`src/rtl/gate_sweep_ctrl_if.sv`:
```
// Handshake and gate-drive bundle between a sweep controller and its harness.
// The harness owns start/abort/expected and the gate output; the controller owns the rest.
interface gate_sweep_ctrl_if;
    logic       start;
    logic       abort;
    logic [3:0] expected;
    logic       dut_out;
    logic       dut_in0;
    logic       dut_in1;
    logic       busy;
    logic       done;
    logic       pass;
    logic [3:0] fail_mask;

    modport master (
        output start, abort, expected, dut_out,
        input  dut_in0, dut_in1, busy, done, pass, fail_mask
    );

    modport slave (
        input  start, abort, expected, dut_out,
        output dut_in0, dut_in1, busy, done, pass, fail_mask
    );
endinterface

```
`src/rtl/gate_sweep_ctrl.sv`:
```
// Exhaustive two-input gate sweeper: drives 00,01,10,11, waits SETTLE cycles per vector,
// samples the gate output and reports a per-vector mismatch mask plus an overall pass flag.
module gate_sweep_ctrl #(
    parameter int unsigned SETTLE = 1
) (
    input  logic              clk,
    input  logic              rst,
    gate_sweep_ctrl_if.slave  bus
);
    localparam int unsigned VEC_W = 2;
    localparam int unsigned CNT_W = 4;
    localparam logic [CNT_W-1:0] CNT_LAST = CNT_W'((SETTLE == 0) ? 0 : SETTLE - 1);

    typedef enum logic [1:0] {
        IDLE   = 2'd0,
        WAIT   = 2'd1,
        SAMPLE = 2'd2,
        DONE   = 2'd3
    } state_t;

    state_t           state;
    logic [VEC_W-1:0] vec;
    logic [CNT_W-1:0] cnt;
    logic [3:0]       exp_q;
    logic             mismatch_c;
    logic [3:0]       fail_next_c;

    // Mask as it would look after folding in the current sample.
    always_comb begin
        mismatch_c       = bus.dut_out ^ exp_q[vec];
        fail_next_c      = bus.fail_mask;
        fail_next_c[vec] = bus.fail_mask[vec] | mismatch_c;
    end

    always_ff @(posedge clk or posedge rst) begin
        if (rst) begin
            state         <= IDLE;
            vec           <= '0;
            cnt           <= '0;
            exp_q         <= '0;
            bus.dut_in0   <= 1'b0;
            bus.dut_in1   <= 1'b0;
            bus.busy      <= 1'b0;
            bus.done      <= 1'b0;
            bus.pass      <= 1'b0;
            bus.fail_mask <= '0;
        end else begin
            bus.done <= 1'b0;
            case (state)
                IDLE: begin
                    bus.dut_in0 <= 1'b0;
                    bus.dut_in1 <= 1'b0;
                    bus.busy    <= 1'b0;
                    if (bus.start && !bus.abort) begin
                        exp_q         <= bus.expected;
                        bus.fail_mask <= '0;
                        bus.pass      <= 1'b0;
                        vec           <= '0;
                        cnt           <= '0;
                        bus.busy      <= 1'b1;
                        state         <= (SETTLE == 0) ? SAMPLE : WAIT;
                    end
                end
                WAIT: begin
                    if (bus.abort) begin
                        state       <= IDLE;
                        vec         <= '0;
                        cnt         <= '0;
                        bus.dut_in0 <= 1'b0;
                        bus.dut_in1 <= 1'b0;
                        bus.busy    <= 1'b0;
                        bus.pass    <= 1'b0;
                    end else if (cnt == CNT_LAST) begin
                        cnt   <= '0;
                        state <= SAMPLE;
                    end else begin
                        cnt <= CNT_W'(cnt + 1'b1);
                    end
                end
                SAMPLE: begin
                    if (bus.abort) begin
                        // Aborted sample is discarded; earlier mask bits are kept.
                        state       <= IDLE;
                        vec         <= '0;
                        cnt         <= '0;
                        bus.dut_in0 <= 1'b0;
                        bus.dut_in1 <= 1'b0;
                        bus.busy    <= 1'b0;
                        bus.pass    <= 1'b0;
                    end else begin
                        bus.fail_mask <= fail_next_c;
                        if (vec == VEC_W'(3)) begin
                            state       <= DONE;
                            bus.done    <= 1'b1;
                            bus.pass    <= (fail_next_c == 4'b0000);
                            bus.dut_in0 <= 1'b0;
                            bus.dut_in1 <= 1'b0;
                        end else begin
                            vec         <= VEC_W'(vec + 1'b1);
                            {bus.dut_in1, bus.dut_in0} <= VEC_W'(vec + 1'b1);
                            state       <= (SETTLE == 0) ? SAMPLE : WAIT;
                        end
                    end
                end
                DONE: begin
                    state       <= IDLE;
                    vec         <= '0;
                    bus.busy    <= 1'b0;
                    bus.dut_in0 <= 1'b0;
                    bus.dut_in1 <= 1'b0;
                end
                default: state <= IDLE;
            endcase
        end
    end
endmodule

```
`src/flat_wrapper.sv`:
```
// flat-port wrapper written by rule: the top's interface ports become plain ports
module gate_sweep_ctrl_flat 
#(
    parameter int unsigned SETTLE = 1
)
  (clk, rst, bus_start, bus_abort, bus_expected, bus_dut_out, bus_dut_in0, bus_dut_in1, bus_busy, bus_done, bus_pass, bus_fail_mask);
  gate_sweep_ctrl_if bus_i ();
  input  logic clk;
  input  logic rst;
  input wire logic [$bits(bus_i.start)-1:0] bus_start;
  input wire logic [$bits(bus_i.abort)-1:0] bus_abort;
  input wire logic [$bits(bus_i.expected)-1:0] bus_expected;
  input wire logic [$bits(bus_i.dut_out)-1:0] bus_dut_out;
  output wire logic [$bits(bus_i.dut_in0)-1:0] bus_dut_in0;
  output wire logic [$bits(bus_i.dut_in1)-1:0] bus_dut_in1;
  output wire logic [$bits(bus_i.busy)-1:0] bus_busy;
  output wire logic [$bits(bus_i.done)-1:0] bus_done;
  output wire logic [$bits(bus_i.pass)-1:0] bus_pass;
  output wire logic [$bits(bus_i.fail_mask)-1:0] bus_fail_mask;
  assign bus_i.start = bus_start;
  assign bus_i.abort = bus_abort;
  assign bus_i.expected = bus_expected;
  assign bus_i.dut_out = bus_dut_out;
  assign bus_dut_in0 = bus_i.dut_in0;
  assign bus_dut_in1 = bus_i.dut_in1;
  assign bus_busy = bus_i.busy;
  assign bus_done = bus_i.done;
  assign bus_pass = bus_i.pass;
  assign bus_fail_mask = bus_i.fail_mask;
  gate_sweep_ctrl #(.SETTLE(SETTLE)) u_core (.clk(clk), .rst(rst), .bus(bus_i));
endmodule
```
`config.mk`:
```
export PLATFORM = sky130hd
export DESIGN_NAME = gate_sweep_ctrl_flat
export DESIGN_NICKNAME = d
export VERILOG_FILES = /design/src/rtl/gate_sweep_ctrl_if.sv /design/src/rtl/gate_sweep_ctrl.sv /design/src/flat_wrapper.sv
export SDC_FILE = /design/constraint.sdc
export NUM_CORES = 1
export LEC_CHECK = 0
export ABC_AREA = 1
export CAP_MARGIN = 25
export CELL_PAD_IN_SITES_DETAIL_PLACEMENT = 0
export CELL_PAD_IN_SITES_GLOBAL_PLACEMENT = 2
export CORE_ASPECT_RATIO = 1.25
export CORE_MARGIN = 2
export CORE_UTILIZATION = 33
export DETAILED_ROUTE_END_ITERATION = 10
export PLACE_DENSITY_LB_ADDON = 0.1
export SKIP_LAST_GASP = 1
export SYNTH_ARGS = -nofsm -noshare
export SYNTH_HDL_FRONTEND = slang
export SYNTH_SLANG_ARGS = --single-unit
```
`constraint.sdc`:
```
create_clock -name clk -period 2.5 [get_ports clk]
set_clock_uncertainty 0.2 [all_clocks]
set_input_delay 0.375 -clock clk [delete_from_list [all_inputs] [get_ports clk]]
set_output_delay 0.375 -clock clk [all_outputs]
set_load 0.01 [all_outputs]
```
# Word-level counts from Yosys, hierarchy flattened
# Cells that the tools add are included.
[op_classes]
add_sub_neg = 2
mul = 0
div_mod_pow = 0
order_cmp = 2
n_eq_ne = 12
shift = 0
muxes = 41
bitwise_logic = 2
n_reduce_logical = 16
[op_table]
columns = ["cell", "count"]
rows = [
  ["2-to-1 mux 4 bit", 5],
  ["2-to-1 mux 2 bit", 9],
  ["case mux 2 bit (4 select lines)", 2],
  ["2-to-1 mux 1 bit", 15],
  ["case mux 1 bit (3 select lines)", 4],
  ["case mux 4 bit (3 select lines)", 1],
  ["AND reduction 3 bit", 3],
  ["zero test 4 bit", 2],
  ["case mux 4 bit (2 select lines)", 1],
  ["== test 2 bit (second input constant)", 3],
  ["inequality test 2 bit (second input constant)", 3],
  ["inequality test 3 x 2 -> 1 bit (second input constant)", 2],
  ["adder 4 x 1 -> 4 bit (second input constant)", 1],
  ["binary-select mux 1 bit (select 2 bit)", 2],
  ["bitwise mux 4 bit", 1],
  ["inequality test 2 x 1 -> 1 bit (second input constant)", 2],
  ["AND reduction 2 bit", 2],
  ["AND reduction 4 bit", 1],
  ["OR reduction 2 bit", 2],
  ["< comparator 2 x 3 -> 1 bit (second input constant)", 1],
  ["inequality test 3 bit (second input constant)", 1],
  ["nonzero test 3 bit", 1],
  ["adder 2 x 1 -> 2 bit (second input constant)", 1],
  ["demux 1 bit (select 2 bit)", 1],
  ["8 further kinds", 9],
]
[word_totals]
register_bits = 21
latch_bits = 0
ram_bits = 0
mem_bits_ro = 0
input_bits = 9
out_inout_bits = 9
elab_cells = 85
memories = 0

# Depth between registers and ports, before layout
# Gate-level depths: netlist of the first run.
[logic_depth]
depth_word = 9
mapped_depth = 11
depth_no_buf = 11

# Worst setup path after synthesis of the first run
# Ideal clock, no wire load.
[synth_timing]
path_type = "flip-flop to flip-flop"
start = "register u_core.state[0]"
end = "register u_core.bus.fail_mask[2]"
setup_time_ps = 121
arrival_time_ps = 1382
setup_slack_ps = 797
stages_incl_launch_ff = 9
n_path_buf = 0
cell_sequence = "dfrtp_1 inv_1 ha_1 inv_1 nor2_2 inv_2 nor2_1 nor2_1 a22o_2"
[synth_via]
elab_chain_cells = 3
word_cells_on_any_way = 7
cone_classes = "3 x eq/ne; 1 x mux; 3 x reduce/logical"
[synth_rtl]
columns = ["element", "line_no", "rtl"]
rows = [
  ["start: declaration", "gate_sweep_ctrl.sv:21", "state_t state;"],
  ["start signal: assignment", "gate_sweep_ctrl.sv:61", "state <= (SETTLE == 0) ? SAMPLE : WAIT;"],
  ["start signal: assignment", "gate_sweep_ctrl.sv:101", "state <= (SETTLE == 0) ? SAMPLE : WAIT;"],
  ["== test 2 bit or zero test 2 bit (tied branches)", "gate_sweep_ctrl.sv:49", "case (state)"],
  ["inequality test 2 bit (no source line), or another cell as far along", "--", ""],
  ["AND reduction 3 bit (no source line)", "--", ""],
  ["end signal: assignment", "gate_sweep_ctrl.sv:91", "bus.fail_mask <= fail_next_c;"],
  ["end: declaration", "gate_sweep_ctrl_if.sv:22", "output dut_in0, dut_in1, busy, done, pass, fail_mask"],
]
# Parallel ways exist; a longest one is shown, timed or not.
# A chain may end at the register's enable or synchronous reset.

# Final worst setup path of the first run
# Same ends and word-level chain as after synthesis.

==> reports/results.env, run 1 <==
NUMCTSBUFFERS=3
CTS_HOLD_BUFFERS=0
CTS-RESIZED-GATES=0
HTREE_NUM_LEVELS=1
FINAL-MAX-SLEW-VIOLATION-COUNT=0
CRIT_PATH_ARRIVAL_TIME_PS=1880
WORST_SETUP_PATH_START_KIND='flip-flop'
POSTROUTEWIRELENGTH_UM=2620
FLOORPLAN.DIE.WIDTH_UM=59.0
DR.FIRST_ITER.DRC_COUNT=30
MAXIMUM_NUMBER_OF_PINS_ON_ONE_NET_BEFORE_GLOBAL_ROUTE_REPAIR=22
FINAL_PERIOD_MINUS_WORST_SETUP_SLACK_PS=1930
RR_STARTPOINT='u_core.state[0]'
FIN_HOLD_WS_PS=246
FINAL_HOLD_FAILS=0
YS_WARN_COUNT=0
DIE_H_UM=72.8
CTS_BUFFER_DEPTH=2
CTS_POST_SETUP_BUFFERS_INSERTED=0
INITIAL_CORE_UTIL=0.338
IR_DROP_mV=0.407
VIAS_POST_DR=1013
CP_DATA_REQUIRED_TIME_PS=2460
ANTENNA_VIOLATING_NETS_POST_ROUTE=0
MAX_CAP_CHECK_VIOLATION_COUNT=0
PWR_DENSITY_CELL_mW_PER_MM2=845
FILLERINSTANCES=398
REG2REG_TO='u_core.bus.fail_mask[2]'
LEAKAGEPOWER_uW=0.000784
TIMING_WORST_SLEW_PIN_VALUE_PS=295
RSZ0062_AT_GRT='false'
AREA.GROWTH.SYNTH_TO_FINAL_PCT=22.4
FLOORPLAN.ROWS=25
CRIT_PATH_MAX_FANOUT=5
MOSTFREQUENTLAYOUTCELLS='45 x sky130_fd_sc_hd__nand2_1, 21 x sky130_fd_sc_hd__inv_1, 21 x sky130_fd_sc_hd__dfrtp_1, 17 x sky130_fd_sc_hd__clkdlybuf4s50_1, 13 x sky130_fd_sc_hd__nor2_1'
CRITPATHMAXSTAGEDELAY_PS=410
YOSYSTOPAREACELLSHARE=0.421
CP-END-KIND='flip-flop'
TYPE_OF_THE_SETUP_PATH_WITH_THE_LEAST_SLACK='flip-flop to flip-flop'
FINISH.NET_COUNT=201
SYNTH_SEQ_CELLS=21
YOSYS.AREA.TOP_TYPE='sky130_fd_sc_hd__dfrtp_1'
SWITCHINGPOWER_uW=529
CRITPATHSLOWESTCELL='sky130_fd_sc_hd__dfrtp_1'
GRT_REMAINING_OVERFLOW=0
YS_TOP_CELLS_BY_AREA='sky130_fd_sc_hd__dfrtp_1 42%, sky130_fd_sc_hd__nand2_1 14%, sky130_fd_sc_hd__ha_1 11%'
GRT_ANTENNA_BEFORE_REPAIR=0
MAXSLEWHEADROOM=0.803
HOLD_CLASS='primary input to async pin'
GRT_PASS1_VIAS=1001
ROUTE.DETAILED.WL_PER_INST_UM=11.9
FINAL_CRITICAL_PATH_SHARE_OF_THE_CLOCK_PERIOD=0.771
P_TOTAL_uW=1290
GLOBALPLACE.CONGESTION=0.763
FINAL.SETUP.TNS_PS=0
POST_DRT_VIA_CELL_RATIO=4.60
COMBINATIONAL_SHARE_OF_POWER=0.441
REG2REG_SETUP_SLACK_PS=570
MAXCLOCKFREQUENCY_MHz=519
WORSTPATHCELLLIST='inv_1, ha_1, inv_1, nor2_2, inv_2, nor2_1, nor2_1, a22o_2'
CLKSLEWWORSTSETUPHOLDPATHS_PS=80
SYNTH_AREA_PER_CELL_SQ_UM=7.95
CLOCK_TREE_FROM_TRITONCTS='built'
LAYOUT_COMMONEST_CELL='sky130_fd_sc_hd__nand2_1'
INT_PWR_uW=762
DRCVIOLATIONCOUNT=0
CTSROOTBUFFERMASTER='sky130_fd_sc_hd__clkbuf_8'
POWER_FRAC_SEQ=0.382
ANTENNA_CELLS_INSERTED=0
RUN_STATUS='finished clean'
SYNTH.DISTINCT_CELLS=23
DIE_AREA_SQ_MM=0.00430
PIN_COUNT=18
POWER_SWITCHING_SHARE=0.410
FIRST_PASS_GRT_WIRE_LENGTH_UM=4510
NUMBER_OF_INSTANCES_IN_THE_SYNTHESIZED_NETLIST=157
MAPPEDNETLISTNETS=177
HPWLAFTERDP_UM=2070
DETAIL_ROUTE.FIRST_PASS.ITERATIONS=4
POWER.CLOCK.FRACTION=0.177
IO_BUFFER_COUNT=17
WORST_SKEW_PAIR.LATE_LATENCY_PS=260
WORST_R2R_PATH_DEPTH=8
GRT.TOTAL_USAGE=0.141
CORE_AREA_SQ_MM=0.00369
LAYOUT-DRIVE-GT1-SHARE=0.144
MAPPED_AREA_SQ_MM=0.00125
CTS_NUM_SINKS=21
YOSYSSEQAREASHARE=0.421
TIMING.FINAL.SETUP_VIOLATIONS=0
[kinds of logic after synthesis]
kind of cell | Yosys count | share of synthesized area
AND/OR/NAND/NOR | 81 | 0.300
adder cells (fa/ha/maj) | 11 | 0.110
flip-flops | 21 | 0.421
AO/OA/AOI/OAI | 17 | 0.0882
buffers and inverters | 27 | 0.0812
[registers in the layout, summed over array words and instances, names as in the netlist]
register              flops
u_core.bus.fail_mask      4
u_core.cnt                4
u_core.exp_q              4
u_core.state              2
u_core.vec                2
u_core.bus.busy           1
u_core.bus.done           1
u_core.bus.dut_in0        1
u_core.bus.dut_in1        1
u_core.bus.pass           1
[routing by layer]
layer | track usage | vias to the layer above | part of all wire
li1 | - | 538 | -
met1 | 0.173 | 460 | 0.46
met2 | 0.241 | 10 | 0.50
met3 | 0.0213 | 5 | 0.018
met4 | 0.0606 | 0 | 0.018
met5 | 0 | - | 0
[how the worst max path moves through the flow]
| stage | startpoint | end | slack (ps) | depth (start not counted) |
|---|---|---|---|---|
| after floorplan | u_core.state[0] | u_core.bus.fail_mask[2] | 800 | 8 |
| after global placement | bus_abort | u_core.bus.fail_mask[2] | 430 | 8 |
| after detailed placement | bus_abort | u_core.bus.fail_mask[2] | 400 | 8 |
| after CTS | u_core.state[0] | u_core.bus.fail_mask[2] | 550 | 8 |
| after global routing | u_core.state[0] | u_core.bus.fail_mask[2] | 440 | 8 |
| final | u_core.state[0] | u_core.bus.fail_mask[2] | 570 | 8 |
[worst max-delay path, delay by kind of cell (launching register included)]
family	cells	cell delay, ps
AO/OA/AOI/OAI	1	270
adder cells (fa/ha/maj)	1	220
buffers and inverters	3	290
flip-flops	1	410
AND/OR/NAND/NOR	3	410
[stage by stage]
| step | instance area [sq um] | std cells | utilization | setup WS, ps |
|---|---|---|---|---|
| 3_3_place_gp | 1480 | 216 | 0.402 | 429 |
| 2_1_floorplan | 1250 | 157 | - | 797 |
| 3_5_place_dp | 1480 | 216 | 0.402 | 400 |
| 6_report | 1530 | 220 | 0.414 | 574 |
| 5_1_grt | 1530 | 220 | 0.414 | 444 |
| 4_1_cts | 1530 | 220 | 0.414 | 552 |
[cell usage after synthesis]
master and instances:
sky130_fd_sc_hd__a211oi_1 1, sky130_fd_sc_hd__a21oi_1 2, sky130_fd_sc_hd__a22o_1 3, sky130_fd_sc_hd__a22o_2 1, sky130_fd_sc_hd__a22oi_1 1, sky130_fd_sc_hd__a31oi_1 1
sky130_fd_sc_hd__dfrtp_1 21, sky130_fd_sc_hd__ha_1 11, sky130_fd_sc_hd__inv_1 21, sky130_fd_sc_hd__inv_2 6, sky130_fd_sc_hd__nand2_1 45, sky130_fd_sc_hd__nand2_2 5
sky130_fd_sc_hd__nand3_1 8, sky130_fd_sc_hd__nand3_2 4, sky130_fd_sc_hd__nor2_1 13, sky130_fd_sc_hd__nor2_2 2, sky130_fd_sc_hd__nor2_4 1, sky130_fd_sc_hd__nor3_1 1
sky130_fd_sc_hd__nor3_2 1, sky130_fd_sc_hd__o21ai_0 5, sky130_fd_sc_hd__o21ai_1 2, sky130_fd_sc_hd__o31ai_1 1, sky130_fd_sc_hd__or2_2 1
[power groups by stage]
stage                     Clock [uW]  Sequential, uW  Combinational, uW
after global placement             0             499                574
after floorplan                    0             493                401
after global routing             251             509                650
final                            228             494                570
after detailed placement           0             500                574
after CTS                        236             494                576
[area by class of cell]
class	count	area, sq um	area share
Sequential cell	21	526	0.344
Timing Repair Buffer	19	185	0.121
Tap cell	40	50.0	0.0327
Inverter	27	101	0.0663
Clock buffer	4	45.0	0.0295
Multi-Input combinational cell	109	622	0.407
(Power assumes the default switching activity.)
==> inputs of run 2 (changes only) <==
--- a/config.mk
+++ b/config.mk
@@ -11,7 +11,7 @@
 export CELL_PAD_IN_SITES_GLOBAL_PLACEMENT = 2
 export CORE_ASPECT_RATIO = 1.25
 export CORE_MARGIN = 2
-export CORE_UTILIZATION = 33
+export CORE_UTILIZATION = 31
 export DETAILED_ROUTE_END_ITERATION = 10
 export PLACE_DENSITY_LB_ADDON = 0.1
 export SKIP_LAST_GASP = 1
==> constraint.sdc (replaced) <==
create_clock -name clk -period 2 [get_ports clk]
set_clock_uncertainty 0.2 [all_clocks]
set_input_delay 0.3 -clock clk [delete_from_list [all_inputs] [get_ports clk]]
set_output_delay 0.3 -clock clk [all_outputs]
set_load 0.01 [all_outputs]
==> run 2 against run 1 <==
  * Critical path depth decreased by 2
  * First-iteration DRC count grew 33%
  * Register-to-register slack worse by 440 ps
  * Sequential share of layout area fell by 0.96 points
  * Die area is 6.0% higher
  * Flip-flop and latch count stayed put
  * Sequential power rose by 25%
  * Power increased by 27%
  * Global-route usage hardly changed
  * Maximum frequency increased by 3.2%
  * Routed wire length grew 7.0%
  * Design area up 2.9%
  * Critical path type unchanged
  * Largest power group unchanged
==> reports/results.env, run 2 (synthesis results as in run 1) <==
RUN_STATUS='finished clean'
FINAL-MAX-SLEW-VIOLATION-COUNT=0
ANTENNA_CELLS_INSERTED=0
LAYOUT-DRIVE-GT1-SHARE=0.169
PRE_CTS_SLACK_PS=22.6
DETAILED_PLACE.AREA_SQ_MM=0.00152
PWR_DENSITY_CELL_mW_PER_MM2=1040
DETAIL_ROUTE.FIRST_PASS.ITERATIONS=4
DRCVIOLATIONCOUNT=0
CP_DATA_REQUIRED_TIME_PS=1970
TIMING_WORST_SLEW_PIN_VALUE_PS=302
CRITPATHMAXSTAGEDELAY_PS=420
ANTENNA_VIOLATING_NETS_POST_ROUTE=0
CTSROOTBUFFERMASTER='sky130_fd_sc_hd__clkbuf_8'
GRT_ANTENNA_BEFORE_REPAIR=0
POSTROUTEWIRELENGTH_UM=2800
DR.FIRST_ITER.DRC_COUNT=40
WORST_PATH_DOMINANT_CELL_FAMILY='simple AND/OR/NAND/NOR gates'
POST_DRT_VIA_CELL_RATIO=4.45
FINAL.SETUP.TNS_PS=0
CORE_AREA_SQ_MM=0.00382
GRT_PASS1_VIAS=1082
CTS_NUM_SINKS=21
CTS_BUFFER_DEPTH=2
IO_BUFFER_COUNT=17
MAXIMUM_NUMBER_OF_PINS_ON_ONE_NET_BEFORE_GLOBAL_ROUTE_REPAIR=22
FIRST_PASS_GRT_WIRE_LENGTH_UM=4760
IR_DROP_mV=0.571
MAXSLEWHEADROOM=0.799
LAYOUT_COMMONEST_CELL='sky130_fd_sc_hd__nand2_1'
HOLD_CLASS='primary input to async pin'
HPWLAFTERDP_UM=2200
CLOCK_TREE_FROM_TRITONCTS='built'
STDCELL_AREA_SQ_MM=0.00157
WORSTPATHCELLLIST='inv_1, ha_1, nand2_2, nor2_2, nor2_1, a22o_2'
DIE_H_UM=75.0
CRITPATHSLOWESTCELL='sky130_fd_sc_hd__dfrtp_1'
WORST_SETUP_PATH_START_KIND='flip-flop'
CRIT_PATH_ARRIVAL_TIME_PS=1830
SETUP_SLACK_PS=134
TIMING.FINAL.SETUP_VIOLATIONS=0
FLOORPLAN.DIE.WIDTH_UM=60.8
FILLERINSTANCES=410
WORST_SKEW_PAIR.LATE_LATENCY_PS=270
RSZ0062_AT_GRT='false'
DIE_AREA_SQ_MM=0.00455
MAXCLOCKFREQUENCY_MHz=536
ROUTE.DETAILED.WL_PER_INST_UM=11.8
FINAL_CRITICAL_PATH_SHARE_OF_THE_CLOCK_PERIOD=0.933
GLOBALPLACE.CONGESTION=0.755
CTS_HOLD_BUFFERS=0
LARGESTREGISTERS='u_core.bus.fail_mask x4, u_core.cnt x4, u_core.exp_q x4'
FINISH.NET_COUNT=204
TYPE_OF_THE_SETUP_PATH_WITH_THE_LEAST_SLACK='flip-flop to flip-flop'
FINAL_PERIOD_MINUS_WORST_SETUP_SLACK_PS=1870
FLOORPLAN.ROWS=25
NUMCTSBUFFERS=3
FINAL_HOLD_FAILS=0
MAX_CAP_CHECK_VIOLATION_COUNT=0
AREA.GROWTH.SYNTH_TO_FINAL_PCT=26.0
GRT.TOTAL_USAGE=0.140
CRIT_PATH_MAX_FANOUT=8
INITIAL_CORE_UTIL=0.327
VIAS_POST_DR=1054
MOSTFREQUENTLAYOUTCELLS='45 x sky130_fd_sc_hd__nand2_1, 21 x sky130_fd_sc_hd__inv_1, 21 x sky130_fd_sc_hd__dfrtp_1, 17 x sky130_fd_sc_hd__clkdlybuf4s50_1, 12 x sky130_fd_sc_hd__nor2_1'
CP-END-KIND='flip-flop'
LEAKAGEPOWER_uW=0.000800
PIN_COUNT=18
CLKSLEWWORSTSETUPHOLDPATHS_PS=90
HTREE_NUM_LEVELS=1
CP.BUFFERS_INVERTERS=1
GRT_REMAINING_OVERFLOW=0
==> run 2: cell types whose count changed in the layout (fill, tap and decap cells not counted), sizes merged <==
cell / before / now
buf: 2 / 5
clkinv: 0 / 1
clkbuf: 4 / 3
==> run 2: final timing paths <==
path | from | endpoint | slack, ps | depth (start not counted)
setup / recovery | u_core.state[0] | u_core.bus.fail_mask[2] | 130 | 6
hold / removal | rst | u_core.state[0] | 160 | 3
setup reg to reg | u_core.state[0] | u_core.bus.fail_mask[2] | 130 | 6
max in group asynchronous | rst | u_core.vec[0] | 1210 | 3
hold reg to reg | u_core.exp_q[3] | u_core.exp_q[3] | 280 | 2
min in group clk | u_core.exp_q[3] | u_core.exp_q[3] | 280 | 2
==> run 2: cell type report <==
class,instances,area (sq um),area share
inverters,27,101,0.0644
multi-input cells,109,624,0.397
well taps,54,67.6,0.0430
clock inverters,1,5.00,0.00318
clock buffers,3,41.3,0.0263
flip-flops and latches,21,526,0.334
repair buffers,22,208,0.132
==> run 2: where the power goes <==
group / leakage [uW] / total, uW / switching, uW / internal (uW)
Combinational: 0.000492 / 725 / 428 / 296
Sequential: 0.000282 / 616 / 94.5 / 522
Clock: 0.0000255 / 298 / 159 / 139
==> run 2: layer usage <==
metal | GRT usage | up-vias | routed length (um)
met4 | 0.0556 | 0 | 53
li1 | - | 540 | -
met2 | 0.260 | 12 | 1500
met3 | 0.0206 | 6 | 67
met5 | 0 | - | 0
met1 | 0.158 | 496 | 1180
==> run 2: repair_timing <==
action,4_1_cts,5_1_grt
resized for setup,0,2
setup buffers,0,0
setup endpoints to repair,0,5
==> run 2: per-stage QoR <==
stage          instances  utilization  power [uW]  hold WS (ps)
2_1_floorplan        157            -        1120          76.5
3_3_place_gp         233        0.399        1360           266
3_5_place_dp         233        0.399        1370           268
4_1_cts              237        0.411        1660           185
5_1_grt              237        0.412        1790           210
6_report             237        0.412        1640           163
==> run 2: worst min-delay path: stages <==
cell                              delay [ps]
sky130_fd_sc_hd__clkdlybuf4s50_1         390
sky130_fd_sc_hd__inv_1                    50
sky130_fd_sc_hd__buf_4                   280
==> inputs of run 3 (changes only) <==
--- a/config.mk
+++ b/config.mk
@@ -11,7 +11,7 @@
 export CELL_PAD_IN_SITES_GLOBAL_PLACEMENT = 2
 export CORE_ASPECT_RATIO = 1.25
 export CORE_MARGIN = 2
-export CORE_UTILIZATION = 31
+export CORE_UTILIZATION = 25
 export DETAILED_ROUTE_END_ITERATION = 10
 export PLACE_DENSITY_LB_ADDON = 0.1
 export SKIP_LAST_GASP = 1
==> run 3 against run 2 <==
  * Power is 1.1% higher
  * Via count rose by 0.47%
  * Routed wire length rose by 4.9%
  * Clock power decreased by 3%
  * Maximum frequency rose by 2.2%
  * Flip-flop and latch count unchanged
  * Clock-buffer cell count did not move
  * Design area rose by 2.5%
  * Critical endpoint is now u_core.vec[0]
  * Largest cell class unchanged
  * Largest power group unchanged
==> reports/results.env, run 3 (synthesis results as in run 1) <==
CTS_HOLD_BUFFERS=0
CTS_BUFFER_DEPTH=2
LARGESTREGISTERS='u_core.bus.fail_mask x4, u_core.cnt x4, u_core.exp_q x4'
LEAKAGEPOWER_uW=0.000821
CP_DATA_REQUIRED_TIME_PS=1950
DETAIL_ROUTE.FIRST_PASS.ITERATIONS=2
REGISTER_AREA_SQ_UM=526
VIAS_POST_DR=1059
DR.FIRST_ITER.DRC_COUNT=36
CLOCK_TREE_FROM_TRITONCTS='built'
CTS-RESIZED-GATES=0
DETAILED_PLACE.AREA_SQ_MM=0.00156
MAXIMUM_NUMBER_OF_PINS_ON_ONE_NET_BEFORE_GLOBAL_ROUTE_REPAIR=22
CTS_NUM_SINKS=21
CRIT_END='u_core.vec[0]'
MAXCLOCKFREQUENCY_MHz=548
PLACEDCELLCOUNT=243
RR_STARTPOINT='u_core.state[0]'
REG2REG_SETUP_SLACK_PS=170
FINAL-MAX-SLEW-VIOLATION-COUNT=0
WORST_R2R_PATH_DEPTH=7
DIE_H_UM=83.0
STDCELL_AREA_SQ_MM=0.00161
FINAL_CRITICAL_PATH_SHARE_OF_THE_CLOCK_PERIOD=0.913
LAYOUT_COMMONEST_CELL='sky130_fd_sc_hd__nand2_1'
GRT_REMAINING_OVERFLOW=0
GRT_ANTENNA_BEFORE_REPAIR=0
ROUTE.DETAILED.WL_PER_INST_UM=11.9
P_TOTAL_uW=1660
CP-END-KIND='flip-flop'
TIMING.FINAL.SETUP_VIOLATIONS=0
GRT_PASS1_VIAS=1101
IO_BUFFER_COUNT=17
LAYOUT-DRIVE-GT1-SHARE=0.182
FINAL_PERIOD_MINUS_WORST_SETUP_SLACK_PS=1830
FLOORPLAN.ROWS=28
PWR_DENSITY_CELL_mW_PER_MM2=1030
ANTENNA_CELLS_INSERTED=0
GRT.TOTAL_USAGE=0.117
DRCVIOLATIONCOUNT=0
REG2REG_TO='u_core.vec[0]'
AREA.GROWTH.SYNTH_TO_FINAL_PCT=29.2
GLOBALPLACE.CONGESTION=0.761
FINISH.NET_COUNT=208
IR_DROP_mV=0.409
CRIT_PATH_MAX_FANOUT=7
INITIAL_CORE_UTIL=0.262
FILLERINSTANCES=527
CRIT_PATH_START='u_core.state[0]'
MULTI_INPUT_LOGIC_AREA_SQ_UM=627
TIMING_WORST_SLEW_PIN_VALUE_PS=312
POSTROUTEWIRELENGTH_UM=2940
MAX_CAP_CHECK_VIOLATION_COUNT=0
LAYOUT.CELLS.NON_FILLER=247
RUN_STATUS='finished clean'
FINAL_HOLD_FAILS=0
PIN_COUNT=18
FINAL.SETUP.TNS_PS=0
CORE_AREA_SQ_MM=0.00476
MAXSLEWHEADROOM=0.792
HPWLAFTERDP_UM=2300
HOLD_CLASS='primary input to async pin'
NUMCTSBUFFERS=3
FLOORPLAN.DIE.WIDTH_UM=67.2
FIRST_PASS_GRT_WIRE_LENGTH_UM=5020
CTSROOTBUFFERMASTER='sky130_fd_sc_hd__clkbuf_8'
RSZ0062_AT_GRT='false'
ANTENNA_VIOLATING_NETS_POST_ROUTE=0
PRE_CTS_SLACK_PS=29.5
WORST_SETUP_PATH_START_KIND='flip-flop'
CLKSLEWWORSTSETUPHOLDPATHS_PS=80
WORST_SKEW_PAIR.LATE_LATENCY_PS=260
POST_DRT_VIA_CELL_RATIO=4.29
CRIT_PATH_ARRIVAL_TIME_PS=1780
DIE_AREA_SQ_MM=0.00558
CTS_POST_SETUP_BUFFERS_INSERTED=0
MOSTFREQUENTLAYOUTCELLS='45 x sky130_fd_sc_hd__nand2_1, 21 x sky130_fd_sc_hd__inv_1, 21 x sky130_fd_sc_hd__dfrtp_1, 17 x sky130_fd_sc_hd__clkdlybuf4s50_1, 13 x sky130_fd_sc_hd__nor2_1'
HTREE_NUM_LEVELS=1
SETUP_SLACK_PS=174
TYPE_OF_THE_SETUP_PATH_WITH_THE_LEAST_SLACK='flip-flop to flip-flop'
[run 3: report_power, final]
group	internal (uW)	switching (uW)	total, uW
registers	522	97.8	620
logic	312	436	747
clock network	139	151	290
[run 3: per-stage QoR]
stage                      util  hold slack, ps
after global routing      0.338             223
after detailed placement  0.328             263
after global placement    0.328             267
final                     0.338             166
after floorplan               -            76.5
after CTS                 0.337             174
[run 3: layout make-up]
| cell class | count | area share |
|---|---|---|
| multi-input cells | 109 | 0.389 |
| clock buffers | 3 | 0.0256 |
| flip-flops and latches | 21 | 0.326 |
| inverters | 27 | 0.0628 |
| clock inverters | 1 | 0.00310 |
| repair buffers | 26 | 0.147 |
| well taps | 60 | 0.0465 |
[run 3: worst min path at each step]
stage / startpoint / to / slack, ps / depth (start not counted)
finish: rst / u_core.state[1] / 170 / 3
global route: rst / u_core.bus.fail_mask[3] / 220 / 3
CTS: rst / u_core.state[0] / 170 / 3
detailed placement: u_core.exp_q[2] / u_core.exp_q[2] / 260 / 2
global placement: u_core.bus.pass / u_core.bus.pass / 270 / 2
floorplan: rst / u_core.bus.busy / 80 / 1
[run 3: critical path, cell delays in order (launching register included)]
cell	delay, ps
sky130_fd_sc_hd__dfrtp_1	390
sky130_fd_sc_hd__inv_1	100
sky130_fd_sc_hd__ha_1	240
sky130_fd_sc_hd__nand2_2	180
sky130_fd_sc_hd__o21ai_0	130
sky130_fd_sc_hd__or2_2	320
sky130_fd_sc_hd__nor2_1	100
sky130_fd_sc_hd__a21oi_1	40
[run 3: layer usage]
metal | vias up | share of wire | track usage
li1 | 551 | - | -
met3 | 4 | 0.018 | 0.0163
met4 | 0 | 0.016 | 0.0538
met1 | 497 | 0.44 | 0.140
met5 | - | 0 | 0
met2 | 7 | 0.53 | 0.201
